File: src/rtl/ov7670_config_ctrl.sv
// OV7670 configuration sequencer: walks the register-table ROM and hands each entry to the SCCB master.
// Optional build macro CFG_NACK_RETRY_EN enables per-entry resend on NACK and the sticky error flag.
//
// state       | meaning
// ------------+---------------------------------------------------------
// IDLE        | waiting for start after reset
// FETCH       | ROM address presented, waiting out the ROM register
// DECODE      | classify rom_data: end marker, delay marker or register write
// REQ         | waiting for sccb_ready, then issue the one-cycle sccb_start
// WAIT_ACCEPT | waiting for the master to drop sccb_ready
// WAIT_DONE   | waiting for the master to raise sccb_ready again
// DELAY       | timed wait for an FFF0 entry
// NEXT        | advance rom_addr or finish at the last address
// DONE        | table complete; start rewrites it from address 0
module ov7670_config_ctrl #(
    parameter int CLK_FREQ  = 50_000_000,
    parameter int DELAY_MS  = 10,
    parameter int MAX_RETRY = 3
) (
    input  logic        clk,
    input  logic        rst,
    input  logic        start,
    output logic [7:0]  rom_addr,
    input  logic [15:0] rom_data,
    input  logic        sccb_ready,
    input  logic        sccb_nack,
    output logic        sccb_start,
    output logic [7:0]  sccb_reg,
    output logic [7:0]  sccb_val,
    output logic        busy,
    output logic        done,
    output logic        error
);

    localparam logic [3:0] S_IDLE        = 4'd0;
    localparam logic [3:0] S_FETCH       = 4'd1;
    localparam logic [3:0] S_DECODE      = 4'd2;
    localparam logic [3:0] S_REQ         = 4'd3;
    localparam logic [3:0] S_WAIT_ACCEPT = 4'd4;
    localparam logic [3:0] S_WAIT_DONE   = 4'd5;
    localparam logic [3:0] S_DELAY       = 4'd6;
    localparam logic [3:0] S_NEXT        = 4'd7;
    localparam logic [3:0] S_DONE        = 4'd8;

    localparam logic [15:0] ROM_END   = 16'hFFFF;
    localparam logic [15:0] ROM_DELAY = 16'hFFF0;

    localparam int DELAY_CYCLES = CLK_FREQ / 1000 * DELAY_MS;
    localparam int DCW = (DELAY_CYCLES > 1) ? $clog2(DELAY_CYCLES) : 1;
    localparam logic [DCW-1:0] DELAY_LAST = DCW'(DELAY_CYCLES - 1);

    logic [3:0]     state_q, state_d;
    logic [7:0]     rom_addr_q, rom_addr_d;
    logic           sccb_start_q, sccb_start_d;
    logic [7:0]     sccb_reg_q, sccb_reg_d;
    logic [7:0]     sccb_val_q, sccb_val_d;
    logic           done_q, done_d;
    logic [DCW-1:0] dly_q, dly_d;

`ifdef CFG_NACK_RETRY_EN
    localparam int RCW = (MAX_RETRY > 0) ? $clog2(MAX_RETRY + 1) : 1;
    localparam logic [RCW-1:0] RETRY_LIMIT = RCW'(MAX_RETRY);

    logic [RCW-1:0] retry_q, retry_d;
    logic           error_q, error_d;
`else
    logic unused_nack;
    assign unused_nack = sccb_nack ^ MAX_RETRY[0];
`endif

    always_comb begin
        state_d      = state_q;
        rom_addr_d   = rom_addr_q;
        sccb_start_d = 1'b0;
        sccb_reg_d   = sccb_reg_q;
        sccb_val_d   = sccb_val_q;
        done_d       = done_q;
        dly_d        = dly_q;
`ifdef CFG_NACK_RETRY_EN
        retry_d      = retry_q;
        error_d      = error_q;
`endif
        case (state_q)
            S_IDLE: begin
                if (start) begin
                    rom_addr_d = 8'd0;
                    state_d    = S_FETCH;
`ifdef CFG_NACK_RETRY_EN
                    retry_d    = '0;
`endif
                end
            end
            S_FETCH: state_d = S_DECODE;
            S_DECODE: begin
                if (rom_data == ROM_END) begin
                    done_d  = 1'b1;
                    state_d = S_DONE;
                end else if (rom_data == ROM_DELAY) begin
                    dly_d   = '0;
                    state_d = S_DELAY;
                end else begin
                    sccb_reg_d = rom_data[15:8];
                    sccb_val_d = rom_data[7:0];
                    state_d    = S_REQ;
                end
            end
            S_REQ: begin
                if (sccb_ready) begin
                    sccb_start_d = 1'b1;
                    state_d      = S_WAIT_ACCEPT;
                end
            end
            // A master that never drops ready parks the sequencer here.
            S_WAIT_ACCEPT: begin
                if (!sccb_ready) state_d = S_WAIT_DONE;
            end
            S_WAIT_DONE: begin
                if (sccb_ready) begin
                    state_d = S_NEXT;
`ifdef CFG_NACK_RETRY_EN
                    if (sccb_nack) begin
                        if (retry_q < RETRY_LIMIT) begin
                            retry_d = retry_q + RCW'(1);
                            state_d = S_REQ;
                        end else begin
                            error_d = 1'b1;
                            done_d  = 1'b1;
                            state_d = S_DONE;
                        end
                    end
`endif
                end
            end
            S_DELAY: begin
                if (dly_q == DELAY_LAST) state_d = S_NEXT;
                else                     dly_d   = dly_q + DCW'(1);
            end
            S_NEXT: begin
                if (rom_addr_q == 8'hFF) begin
                    done_d  = 1'b1;
                    state_d = S_DONE;
                end else begin
                    rom_addr_d = rom_addr_q + 8'd1;
                    state_d    = S_FETCH;
`ifdef CFG_NACK_RETRY_EN
                    retry_d    = '0;
`endif
                end
            end
            S_DONE: begin
                if (start) begin
                    done_d     = 1'b0;
                    rom_addr_d = 8'd0;
                    state_d    = S_FETCH;
`ifdef CFG_NACK_RETRY_EN
                    error_d    = 1'b0;
                    retry_d    = '0;
`endif
                end
            end
            default: state_d = S_IDLE;
        endcase
    end

    always_ff @(posedge clk) begin
        if (rst) begin
            state_q      <= S_IDLE;
            rom_addr_q   <= 8'd0;
            sccb_start_q <= 1'b0;
            sccb_reg_q   <= 8'd0;
            sccb_val_q   <= 8'd0;
            done_q       <= 1'b0;
            dly_q        <= '0;
        end else begin
            state_q      <= state_d;
            rom_addr_q   <= rom_addr_d;
            sccb_start_q <= sccb_start_d;
            sccb_reg_q   <= sccb_reg_d;
            sccb_val_q   <= sccb_val_d;
            done_q       <= done_d;
            dly_q        <= dly_d;
        end
    end

`ifdef CFG_NACK_RETRY_EN
    always_ff @(posedge clk) begin
        if (rst) begin
            retry_q <= '0;
            error_q <= 1'b0;
        end else begin
            retry_q <= retry_d;
            error_q <= error_d;
        end
    end
    assign error = error_q;
`else
    assign error = 1'b0;
`endif

    // Reset kills a pending request in the same cycle rather than one edge later.
    assign sccb_start = sccb_start_q & ~rst;
    assign rom_addr   = rom_addr_q;
    assign sccb_reg   = sccb_reg_q;
    assign sccb_val   = sccb_val_q;
    assign busy       = (state_q != S_IDLE) && (state_q != S_DONE);
    assign done       = done_q;

endmodule
File: config.mk
export PLATFORM = sky130hd
export DESIGN_NAME = ov7670_config_ctrl
export DESIGN_NICKNAME = d
export VERILOG_FILES = /design/src/rtl/ov7670_config_ctrl.sv
export SDC_FILE = /design/constraint.sdc
export NUM_CORES = 1
export LEC_CHECK = 0
export CORE_UTILIZATION = 45
export DETAILED_ROUTE_END_ITERATION = 10
export GPL_TIMING_DRIVEN = 0
export PLACE_DENSITY_LB_ADDON = 0.1
export SETUP_SLACK_MARGIN = 0.1
export SLEW_MARGIN = 10
export SYNTH_ARGS = -nofsm -noshare
export SYNTH_HDL_FRONTEND = slang
export SYNTH_SLANG_ARGS = --single-unit
File: constraint.sdc
create_clock -name clk -period 2.3 [get_ports clk]
set_input_delay 0.345 -clock clk [delete_from_list [all_inputs] [get_ports clk]]
set_output_delay 0.345 -clock clk [all_outputs]
set_load 0.02 [all_outputs]
== Word level (Yosys, flattened, before mapping) ==
Index checks and enable logic that the tools add are counted.

* Output and inout port bits: 28
* Logic and storage cells: 73
* Input port bits: 21
* Register bits after elaboration: 49

* Bitwise operators: 5
* Multiplexer cells: 21
* Reduce and logical (&&, ||, !) cells: 13
* Add/subtract/negate cells: 2
* Eq/ne operators: 25

{| class="wikitable"
|+ Operators by type and width
! operator !! count
|-
| 2-to-1 mux 19 bit || 3
|-
| one-hot mux 19 bit (2 select lines) || 1
|-
| == test 16 bit (second input constant) || 2
|-
| one-hot mux 4 bit (8 select lines) || 1
|-
| 2-to-1 mux 4 bit || 7
|-
| inequality test 2 bit (second input constant) || 11
|-
| adder 19 x 1 -> 19 bit (second input constant) || 1
|-
| == test 19 bit (second input constant) || 1
|-
| == test 4 x 3 -> 1 bit (second input constant) || 4
|-
| 2-to-1 mux 8 bit || 2
|-
| one-hot mux 8 bit (2 select lines) || 1
|-
| adder 8 x 1 -> 8 bit (second input constant) || 1
|-
| == test 4 x 2 -> 1 bit (second input constant) || 2
|-
| == test 8 bit (second input constant) || 1
|-
| AND reduction 4 bit || 2
|-
| AND reduction 3 bit || 2
|-
| AND reduction 5 bit || 1
|-
| == test 4 x 1 -> 1 bit (second input constant) || 1
|-
| == test 4 bit (second input constant) || 1
|-
| zero test 4 bit || 1
|-
| 2-to-1 mux 1 bit || 4
|-
| inequality test 4 bit (second input constant) || 1
|-
| NOT 1 bit || 4
|-
| nonzero test 2 bit || 2
|-
| other kinds (8) || 9
|}

== Depth between registers and ports, before layout ==
Gate-level depths: netlist of the first run.

* Depth after elaboration: 4
* Gate-level depth with buffers: 8

== Least setup slack after synthesis of the first run ==
Ideal clock, no wire load.

* Kind: input -> register
* Start: in rom_data[0]
* End: reg dly_q[8]
* Path buffers: 0
* Library setup time: 0.123 ns
* Arrival: 1.787 ns
* Path slack: 0.389 ns
* Cell stages on the path: 5
* Cells stage by stage: or4_4 > or4_4 > o22a_1 > o211ai_2 > o41ai_1

* Longest elaborated chain between the ends: 3
* Elaborated cells between the ends (all ways): 5
* Classes of those cells: eq/ne (4); reduce/logical (1)

{| class="wikitable"
|+ Ends and longest elaborated chain
! item !! RTL line !! source
|-
| from (decl) || 24 || <nowiki>input logic [15:0] rom_data,</nowiki>
|-
| == test 16 bit (on tied branches) || 98, 95 ||
|-
| inequality test 2 bit (no source line) || n/a ||
|-
| AND reduction 4 bit (no source line) (*) || n/a ||
|-
| to (signal assigned) || 181 || <nowiki>dly_q <= dly_d;</nowiki>
|-
| to (decl) || 58 || <nowiki>logic [DCW-1:0] dly_q, dly_d;</nowiki>
|}

Mark *: on every way between the ends. The rest lies on a longest branch, timed or not.
A chain may end at the register's enable or synchronous reset.

== Final worst setup path of the first run ==
Ends and elaborated chain as after synthesis.

==> impl_metrics.toml, run 1 <==
[placement]
port_buffers = 45
dpl.cell_count = 397
dp_hpwl_um = 3819
gp_congestion = 0.8177

[grt]
antenna_found_initial = 0
grt_max_degree = 16
grt_overflow = 0
grt_pass1_wl_um = 8404
gr-usage-all-layers = 0.1949
grt_pass1_vias = 1854

[floorplanning]
dieWidth_um = 75.03
die_area_um2 = 5629
ioPinCount = 49
start_util = 0.4699
rows = 26
coreArea_um2 = 5107
fp.dieH_um = 75.03

[worst_setup_path]
crit_path_max_fanout = 3
path_class = "in2reg"
r2r_end = "sccb_val[5]$_SDFFE_PP0P_"
r2r-start = "state_q[2]$_SDFFE_PP0P_"
critPathRequiredTime_ns = 2.49
setup.worst_path.end_class = "flop"
ff2ff_path_depth = 8
cp-start-kind = "primary input"
crit_arrival_ns = 2.35
r2r_slack_ns = 0.32

[flow_run]
max_cap_violations = 0

[sta]
fmax_mhz = 464.2
slew_headroom = 0.5713
period_share = 0.9367
rsz0062_at_grt = "false"
setup_violations = 0
worst_pin_slew_ns = 0.6418
period_minus_slack_ns = 2.154
final_hold_viol_count = 0
slew_viol_final = 0
finClkSkew_ns = 0.005107

[drt]
drtPass1Iterations = 4
drt_iter0_markers = 96
vias = 2125
vias_per_cell = 5.234
wl_um = 5143
drc_errors = 0
wl_per_cell_um = 12.67
ant_nets = 0

[clocking]
clk_path_buf_depth = 2
insertion_delay_ns = 0.30
cts_tree = "built"
cts_buffers = 5
cts_num_sinks = 49
cts.htree.levels = 2
cts-root-buf = "clkbuf_8"
clk_pin_slew_ns = 0.09

[final_layout]
largest-register = "dly_q"
fin_util = 0.5973
fin_cells = 406
area_delta_synth_final_pct = 27.11
fin_nets = 358
drive_above_1_share = 0.07440
largest_reg_flops = 19
antenna_cells = 0

[power_and_ir_drop]
p_per_area_nw_per_um2 = 624.1
p_leak_uw = 0.0009984
peakVddDrop_v = 0.0003060

[worst_hold_path]
holdPathEnd = "state_q[1]$_SDFFE_PP0P_"
worst_hold_path_type = "in2reg"
min-delay-start = "rst"
whs_path_depth = 2

[synthesis]
synth_xor_area_frac = 0.06204
synthAdderAreaFrac = 0.01043
yosysTopAreaCell = "dfxtp_1"
synth.distinct_cells = 49
synth_compound_area_frac = 0.1371
ys_seq_elements = 49
synth.area.mux_share = 0.07091
synth_top_area_share = 0.4088
synth_top_family_by_area = "simple AND/OR/NAND/NOR gates"
synth_seq_area_share = 0.4088
yosysWarnings = 0
synth.area.top_cells = "dfxtp_1 (41%), mux2i_1 (7.1%), nor2_1 (5.9%)"
synth_cells = 282
netlist_area_um2 = 2400
synth-simple-area-share = 0.2685
synth_area_per_cell_um2 = 8.510
synth_nets = 305

[run_status]
status = "finished clean"
[stage by stage]
step	area, µm²	setup WS [ns]	power, µW	hold WS, ns	setup TNS, ns
2_1_floorplan	2400	0.3894	1238	0.4558	0
3_3_place_gp	2938	-0.2608	1412	0.4694	-3.475
3_5_place_dp	2938	-0.2624	1411	0.4752	-3.944
4_1_cts	3032	0.1264	1917	0.4717	0
5_1_grt	3050	0.09665	2005	0.5097	0
6_report	3050	0.1457	1904	0.4775	0
[cell usage in the layout, fill, tap and decap left out, types with 9 or more instances in the layout]
cell type        instances
clkdlybuf4s50_1         45
xnor2_1                 15
nor2_1                  38
nand2_1                 26
inv_1                    9
nor3_1                  10
nand3_1                 10
dfxtp_1                 49
a21oi_1                 12
nand4_1                 10
mux2i_1                 17
[worst max-delay path by stage]
stage | cells past startpoint | slack, ns | start | end
6_report | 6 | 0.15 | rom_data[0] | dly_q[8]$_SDFFE_PP0P_
4_1_cts | 6 | 0.13 | rom_data[0] | dly_q[16]$_SDFFE_PP0P_
5_1_grt | 6 | 0.1 | rom_data[0] | dly_q[8]$_SDFFE_PP0P_
3_5_place_dp | 6 | -0.26 | rom_data[0] | dly_q[16]$_SDFFE_PP0P_
3_3_place_gp | 6 | -0.26 | rom_data[0] | dly_q[17]$_SDFFE_PP0P_
2_1_floorplan | 5 | 0.39 | rom_data[0] | dly_q[8]$_SDFFE_PP0P_
[per-layer routing]
layer	GRT usage	part of all wire	wire (µm)	up-vias
met4	0.06289	0.013	66	0
met1	0.2678	0.51	2611	961
li1	-	-	-	1119
met3	0.05087	0.042	216	6
met5	0	0	0	-
met2	0.2983	0.44	2249	39
[cells by family (layout without fill, tap and decap cells)]
| kind of cell | Yosys count | after routing |
|---|---|---|
| xor+xnor | 17 | 17 |
| flops | 49 | 49 |
| simple gates | 126 | 126 |
| fa+ha+maj | 2 | 2 |
| other cells | 1 | 1 |
| compound gates | 49 | 49 |
| mux | 17 | 17 |
| buf+inv | 21 | 75 |
[critical path, cell delays in order]
cell and delay, ns:
clkdlybuf4s50_1 0.45, or4_4 0.56, or4_4 0.55, o22a_1 0.23, o211ai_2 0.14, o41ai_1 0.08
[layout make-up]
class | count | area (µm²)
buffer | 12 | 70.07
clock buffer | 5 | 68.82
clock inverter | 3 | 17.52
fill | 500 | 2057
inverter | 9 | 33.78
multi-input combinational | 212 | 1334
sequential | 49 | 980.9
tap | 70 | 87.58
timing repair buffer | 46 | 457.9
[what timing repair did]
item                       4_1_cts  5_1_grt
gates resized for setup          1        3
hold buffers                     0        0
gates cloned                     0        0
setup endpoints to repair       10       19
setup buffers                    0        1
pin swaps                        0        1
[cell usage after synthesis (all sizes together)]
cell type	instances
nand2b	1
xor2	2
a21boi	3
or3	7
and4	2
and2	1
a211oi	6
conb	1
clkbuf	3
xnor2	15
and3	1
nand4	10
nor2b	3
o32ai	1
and4bb	1
o211ai	3
nor4bb	2
nor4	3
o41ai	3
or4	3
nand4b	1
a21oi	12
o211a	1
o21ai	12
nand2	26
o21bai	1
nor3	11
o311ai	1
o22a	1
ha	2
nor3b	2
and3b	1
buf	9
nor4b	2
dfxtp	49
a31oi	3
inv	9
o21a	1
a41oi	1
nor2	39
nand3	10
mux2i	17
[power breakdown]
group,internal (µW),switching (µW)
sequential,895,29.3
combinational,221,257
clock,210,291
total,1330,578
No activity file was read; power rests on OpenSTA's default activity.
==> inputs of run 2 (changes only) <==
--- a/config.mk
+++ b/config.mk
@@ -5,7 +5,9 @@
 export SDC_FILE = /design/constraint.sdc
 export NUM_CORES = 1
 export LEC_CHECK = 0
-export CORE_UTILIZATION = 45
+export CAP_MARGIN = 15
+export CORE_ASPECT_RATIO = 0.6
+export CORE_UTILIZATION = 40
 export DETAILED_ROUTE_END_ITERATION = 10
 export GPL_TIMING_DRIVEN = 0
 export PLACE_DENSITY_LB_ADDON = 0.1
==> impl_metrics.toml, run 2 (synthesized netlist as in run 1, its figures left out) <==
[worst_hold_path]
min-delay-start = "rom_data[3]"
worst_hold_path_type = "in2reg"

[grt]
grt_overflow = 0
grt_pass1_vias = 1960
antenna_found_initial = 0
grt_max_degree = 15
grt_pass1_wl_um = 9625
gr-usage-all-layers = 0.1980

[flow_run]
max_cap_violations = 0

[power_and_ir_drop]
switchingPower_uw = 575.3
comb_power_share = 0.239
total_power_uw = 2047
pwr-share-seq = 0.452
switching_share = 0.2810
p_per_area_nw_per_um2 = 655.2
internal-power_uw = 1472
p_leak_uw = 0.001053
power_frac_clock = 0.309
peakVddDrop_v = 0.0003376

[placement]
gp_congestion = 0.8231
dpl.cell_count = 407
dpl_cell_area_um2 = 2950
port_buffers = 45
dp_hpwl_um = 4226

[sta]
worst_pin_slew_ns = 0.6346
finClkSkew_ns = 0.006388
period_share = 0.9176
setup_violations = 0
fmax_mhz = 473.8
rsz0062_at_grt = "false"
final_hold_viol_count = 0
period_minus_slack_ns = 2.110
slew_headroom = 0.5760
slew_viol_final = 0

[worst_setup_path]
setup.worst_path.end = "dly_q[8]$_SDFFE_PP0P_"
ff2ff_path_depth = 7
r2r_end = "dly_q[17]$_SDFFE_PP0P_"
path_class = "in2reg"
critPathLaunch = "rom_data[0]"
crit_arrival_ns = 2.30
critPathRequiredTime_ns = 2.49
cp-start-kind = "primary input"
r2r-start = "state_q[3]$_SDFFE_PP0P_"
setup.worst_path.end_class = "flop"
r2r_slack_ns = 0.28
crit_path_max_fanout = 3

[final_layout]
nFillCells = 568
largest_reg_flops = 19
drive_above_1_share = 0.08309
final_common_cell = "dfxtp_1"
fin_util = 0.5505
fin_cells = 417
fin_nets = 359
antenna_cells = 0
fin_area_um2 = 3124
largest-register = "dly_q"
area_delta_synth_final_pct = 30.19
final_cell_mix = "dfxtp_1 (49), clkdlybuf4s50_1 (42), nor2_1 (38)"

[floorplanning]
die_area_um2 = 6323
ioPinCount = 49
dieWidth_um = 102.0
rows = 21
coreArea_um2 = 5675
start_util = 0.4228
fp.dieH_um = 62.00

[run_status]
status = "finished clean"

[drt]
drt_iter0_markers = 129
drtPass1Iterations = 4
ant_nets = 0
wl_um = 5726
drc_errors = 0
wl_per_cell_um = 13.73
vias_per_cell = 5.312
vias = 2215

[clocking]
cts_num_sinks = 49
cts.htree.levels = 2
clk_pin_slew_ns = 0.08
cts-root-buf = "clkbuf_8"
insertion_delay_ns = 0.30
clk_path_buf_depth = 2
cts_tree = "built"
cts_buffers = 5
cts_hold_buffers = 0
==> run 2: changes by cell type in the layout (fill, tap and decap cells not counted), moves of 2 or more <==
cell,delta
clkdlybuf4s50_1,-3
dlymetal6s2s_1,+3
buf_4,+2
clkinv_2,-2
==> run 2: final cells by class <==
cell class                      instances  area, µm²  area share
Buffer                                 12      70.07     0.02243
Clock buffer                            7      86.33     0.02763
Clock inverter                          1      30.03    0.009612
Inverter                                9      33.78     0.01081
Multi-Input combinational cell        212       1350      0.4321
Sequential cell                        49      980.9      0.3140
Tap cell                               80      100.1     0.03204
Timing Repair Buffer                   47      473.0      0.1514
==> run 2: power by group through the flow <==
stage / logic (µW) / clock network [µW] / registers, µW
finish: 488 / 633 / 925
global route: 532 / 693 / 931
CTS: 479 / 651 / 925
detailed placement: 475 / 0 / 944
global placement: 472 / 0 / 943
floorplan: 255 / 0 / 984
==> run 2: worst max-delay path, cell delays in order <==
cell,delay [ns]
clkdlybuf4s50_1,0.45
or4_4,0.45
or4_4,0.58
o22a_1,0.24
o211ai_2,0.14
o41ai_2,0.09
==> run 2: worst min-delay path by stage <==
| stage | endpoint | cells past startpoint |
|---|---|---|
| 2_1_floorplan | dly_q[1]$_SDFFE_PP0P_ | 2 |
| 3_3_place_gp | done$_SDFFE_PP0P_ | 2 |
| 3_5_place_dp | done$_SDFFE_PP0P_ | 2 |
| 4_1_cts | state_q[2]$_SDFFE_PP0P_ | 2 |
| 5_1_grt | sccb_val[3]$_SDFFE_PP0P_ | 3 |
| 6_report | sccb_val[3]$_SDFFE_PP0P_ | 3 |
==> run 2: what timing repair did <==
action | CTS | global route
setup endpoints to repair | 10 | 22
buffers inserted | 0 | 2
gates resized for setup | 1 | 11
pin swaps | 0 | 3
==> run 2: through the flow <==
step	hold slack [ns]	setup WS, ns	TNS, ns
after floorplan	0.4558	0.3894	0
after global placement	0.4671	-0.2731	-4.178
after detailed placement	0.4812	-0.2667	-4.572
after CTS	0.4931	0.1098	0
after global routing	0.3626	0.1026	0
final	0.3666	0.1896	0
==> run 2: per-layer routing <==
layer,GRT usage,vias to the layer above,part of all wire,wire length (µm)
li1,-,1119,-,-
met5,0,-,0,0
met3,0.04362,7,0.051,294
met4,0.05918,0,0.0089,51
met1,0.3125,1033,0.56,3187
met2,0.2589,56,0.38,2192
==> variant 1, RTL diff (config.mk and constraints of run 2) <==
Build with the macro `CFG_NACK_RETRY_EN` defined.
--- a/src/rtl/ov7670_config_ctrl.sv
+++ b/src/rtl/ov7670_config_ctrl.sv
@@ -13,4 +13,6 @@
 // NEXT        | advance rom_addr or finish at the last address
 // DONE        | table complete; start rewrites it from address 0
+`define CFG_NACK_RETRY_EN
+
 module ov7670_config_ctrl #(
     parameter int CLK_FREQ  = 50_000_000,
Function: changed (a bounded check fails within 10 cycles, from zero or initial values and one cycle with rst high).
==> variant 1 against run 2 <==
Critical endpoint is now dly_q[14]; sequential cell count is 3 higher; highest routed layer unchanged; synthesized area rose by 15%; first-iteration DRC count up 33%; worst setup slack worse by 0.085 ns; wire length rose by 27%; design area increased by 19%.
Power is not compared: it rests on default switching activity, and its combinational part moved more than twofold at a synthesized area within 25%.
==> variant 1: results (changes against run 2) <==
grt_use_met1_pct: 33.61  # +2.4 points
hpwl_mm: 5.264  # +25%
grt_pass1_wl_mm: 11.67  # +21%
arrival_ns: 2.40  # +0.10 ns
r2r_slack_ns: 0.10  # -0.18 ns
grt_pass1_vias: 2306  # +18%
clockRootBuffer: "clkbuf_16"
first_pass_iters: 5  # +1
fin_nets: 419  # +17%
dpl-instance-area_um2: 3353  # +14%
cts.clk_slew.worst_paths_ns: 0.07
crit_fanout: 5  # +2
fin_worst_skew_ns: 0.007572  # +0.001184 ns
nFillCells: 626  # +10%
yosys-top-cells-count: "dfxtp_1, nor2_1, nand2_1"
worst_pin_slew_ns: 0.6827  # +0.04801 ns
met2_usage_pct: 26.02  # +0.14 points
vias: 2691  # +21%
wl_per_cell_um: 15.01  # +9.3%
whs_path_depth: 2  # -1
dp.cells: 463  # +14%
netlist_top_cells_area: "dfxtp_1, nor2_1, mux2i_1, xnor2_1, nand2_1"
outcome: "finished clean"
wl_met1_mm: 3.792  # +19%
drtIter0Drc: 171  # +33%
layoutNonFillerInstCount: 483  # +16%
syn_inst: 328  # +16%
grt_max_degree: 16  # +1
synthDistinctLibCells: 57  # +16%
met3_usage_pct: 6.897  # +2.5 points
ys_ff_latch: 52  # +6.1%
syn-num-nets: 352  # +15%
wl_met3_um: 723  # +150%
gp_congestion: 0.8429  # +2.4%
grt_use_total_pct: 21.20  # +1.4 points
reg2reg_from: "dly_q[11]"
r2r-end: "dly_q[14]"
wl_met2_mm: 2.654  # +21%
hold_path.class: "reg2reg"
hp-start: "dly_q[9]"
-- variant 1: worst max path at each step --
stage	startpoint	end	slack, ns	cells past startpoint
after floorplan	dly_q[0]	dly_q[18]	0.13	6
after CTS	dly_q[7]	dly_q[3]	0.09	6
after global routing	dly_q[11]	dly_q[14]	0.05	6
final	dly_q[11]	dly_q[14]	0.10	6
after global placement	rst	sccb_start	-0.50	5
after detailed placement	rst	sccb_start	-0.51	5
-- variant 1: final cells by class --
type,instances,area (um2),area share (%)
Multi-Input combinational cell,253,1722,46.13
Sequential cell,52,1059,28.36
Timing Repair Buffer,60,581.8,15.59
Clock buffer,7,142.6,3.822
Tap cell,87,108.9,2.917
Buffer,15,81.33,2.179
Inverter,8,30.03,0.8046
Clock inverter,1,7.507,0.2011
-- variant 1: cells by family after synthesis --
logic type                 Yosys count  share of synthesized area (%)
and+or+nand+nor                    164                          32.01
AOI/OAI and AO/OA                   54                          14.31
DFF                                 52                          37.66
buffers and inverters               23                          3.667
muxes                               19                          6.881
xor gates and xnor gates            13                          4.120
adders and majority gates            3                          1.358
-- variant 1: worst reg2reg max path, cell delays in order, from the launching register on --
cell and delay, ns:
dfxtp_4 0.34, or4_4 0.52, or4_4 0.57, o21ai_4 0.17
buf_6 0.17, nand2_8 0.08, a311oi_2 0.26
-- variant 1: repair_timing --
item | CTS | global route
setup endpoints to repair | 40 | 37
pin swaps | 3 | 7
gates resized for setup | 22 | 20
buffers inserted | 5 | 7
-- variant 1: metrics by stage --
step	power [mW]	hold WS, ns
after CTS	2.802	0.4755
after global routing	2.961	0.5047
after floorplan	1.677	0.4355
after global placement	1.994	0.4477
after detailed placement	1.998	0.4660
final	2.809	0.4760
-- variant 1: power breakdown --
group          switching (mW)  internal, mW
clock                   0.329         0.434
combinational           0.553         0.451
sequential             0.0583         0.984
total                   0.940          1.87
==> variant 2, RTL diff (settings of run 2) <==
Made on the original files. Take the reset off `rom_addr_q` and `sccb_val_q` and load them in a clocked block of their own.
--- a/src/rtl/ov7670_config_ctrl.sv
+++ b/src/rtl/ov7670_config_ctrl.sv
@@ -166,19 +166,20 @@
         if (rst) begin
             state_q      <= S_IDLE;
-            rom_addr_q   <= 8'd0;
             sccb_start_q <= 1'b0;
             sccb_reg_q   <= 8'd0;
-            sccb_val_q   <= 8'd0;
             done_q       <= 1'b0;
             dly_q        <= '0;
         end else begin
             state_q      <= state_d;
-            rom_addr_q   <= rom_addr_d;
             sccb_start_q <= sccb_start_d;
             sccb_reg_q   <= sccb_reg_d;
-            sccb_val_q   <= sccb_val_d;
             done_q       <= done_d;
             dly_q        <= dly_d;
         end
+    end
+
+    always_ff @(posedge clk) begin
+        rom_addr_q <= rom_addr_d;
+        sccb_val_q <= sccb_val_d;
     end
 
Behaviour: differs if rst is asserted again (counterexample within 4 cycles, from zero or initial values and one cycle with rst high); with rst held inactive, the same outputs for 10 cycles.
==> variant 2 against run 2 <==
Synthesized cell count is 6.4% lower; fmax rose by 1.8%; sequential cell count unchanged; critical path depth unchanged; clock skew up 0.0011 ns; hold slack better by 0.041 ns; synthesized area up 5.4%; first-iteration DRC count up 34%; power up 32%; via count is essentially flat; wire length is 4.6% higher; non-clock buffer count increased by 2; worst setup slack improved by 0.036 ns; design area rose by 2.6%; critical endpoint is now state_q[1].
==> variant 2: results (changes against run 2) <==
outcome: "finished clean"
synth_edf_count: 16  # +16
pre_cts_ws_ns: -0.2611  # +0.005614 ns
grt_use_met1_pct: 29.73  # -1.5 points
worst_r2r_path_depth: 6  # -1
yosys-top-cells-count: "dfxtp_1, nor2_1, nand2_1"
grt_pass1_wl_mm: 9.501  # -1.3%
synth_compound_area_share_pct: 14.55  # +0.84 points
irDropWorstVdd_v: 0.0005298  # +57%
gp_congestion: 0.8147  # -1.0%
ys_seq_area_share_pct: 45.13  # +4.3 points
netlist_top_cells_area: "dfxtp_1, edfxtp_1, mux2i_1, nor2_1, nand2_1"
via_per_inst: 5.505  # +3.6%
wl_met2_mm: 2.186  # -0.27%
syn-num-nets: 287  # -5.9%
drive_gt1_share_pct: 12.26  # +4.0 points
wl_met3_um: 527  # +79%
p_int_mw: 1.795  # +22%
synth_fa_ha_area_share_pct: 0.9896  # -0.053 points
wl_met1_mm: 3.234  # +1.5%
totalWireLength_mm: 5.992  # +4.6%
met2_usage_pct: 22.68  # -3.2 points
synth-xor-area-share_pct: 3.464  # -2.7 points
crit_fanout: 4  # +1
max-slew-margin-rel_pct: 56.01  # -1.6 points
synth.area.mux_share_pct: 5.195  # -1.9 points
fin_nets: 340  # -5.3%
fin_worst_skew_ns: 0.007538  # +0.001150 ns
whs_path_depth: 2  # -1
drtIter0Drc: 173  # +34%
synthDistinctLibCells: 62  # +27%
p_leak_nw: 1.105  # +4.9%
met3_usage_pct: 5.072  # +0.71 points
variant 2: cell types whose count changed in the layout (fill, tap and decap cells not counted), moves of 5 or more:
cell	delta
dfxtp_1	-16
edfxtp_1	+16
xnor2_1	-11
a31oi_1	+8
and3_1	+7
nor2_1	-7
mux2i_1	-5
nor3_1	-5
variant 2: area by class of cell:
type,count,area (um2)
multi-input cells,195,1303
clock buffers,7,96.34
inverters,5,18.77
fillers,570,2904
flip-flops and latches,49,1141
plain buffers,15,80.08
well taps,84,105.1
repair buffers,46,457.9
clock inverters,1,5.005
variant 2: path summary, 6_finish.rpt:
path                               start           end  slack, ns
worst max-delay path            dly_q[0]    state_q[1]       0.23
worst min-delay path                 rst  sccb_start_q       0.41
worst min register to register      done          done       0.46
worst max register to register  dly_q[0]    state_q[1]       0.23
variant 2: power groups by stage:
| stage | sequential [mW] | combinational [mW] | clock (mW) |
|---|---|---|---|
| final | 1.17 | 0.970 | 0.561 |
| after global routing | 1.19 | 1.04 | 0.613 |
| after CTS | 1.17 | 0.965 | 0.575 |
| after detailed placement | 1.19 | 0.943 | 0 |
| after global placement | 1.19 | 0.941 | 0 |
| after floorplan | 1.31 | 0.446 | 0 |
variant 2: critical path: stages, from the launching register on:
cell	delay (ns)
dfxtp_1	0.38
ha_1	0.23
and3_1	0.25
and4_1	0.27
o211ai_1	0.21
or4b_1	0.52
a21oi_1	0.14
variant 2: metrics by stage:
step | instance area, um2 | std cells
after global routing | 3207 | 402
final | 3207 | 402
after global placement | 3084 | 393
after detailed placement | 3084 | 393
after floorplan | 2529 | 264
after CTS | 3197 | 402
variant 2: repair_timing:
action / 4_1_cts / 5_1_grt
pin swaps: 1 / 1
gates resized for setup: 2 / 4
setup buffers: 1 / 0
endpoints found under the setup margin: 12 / 32
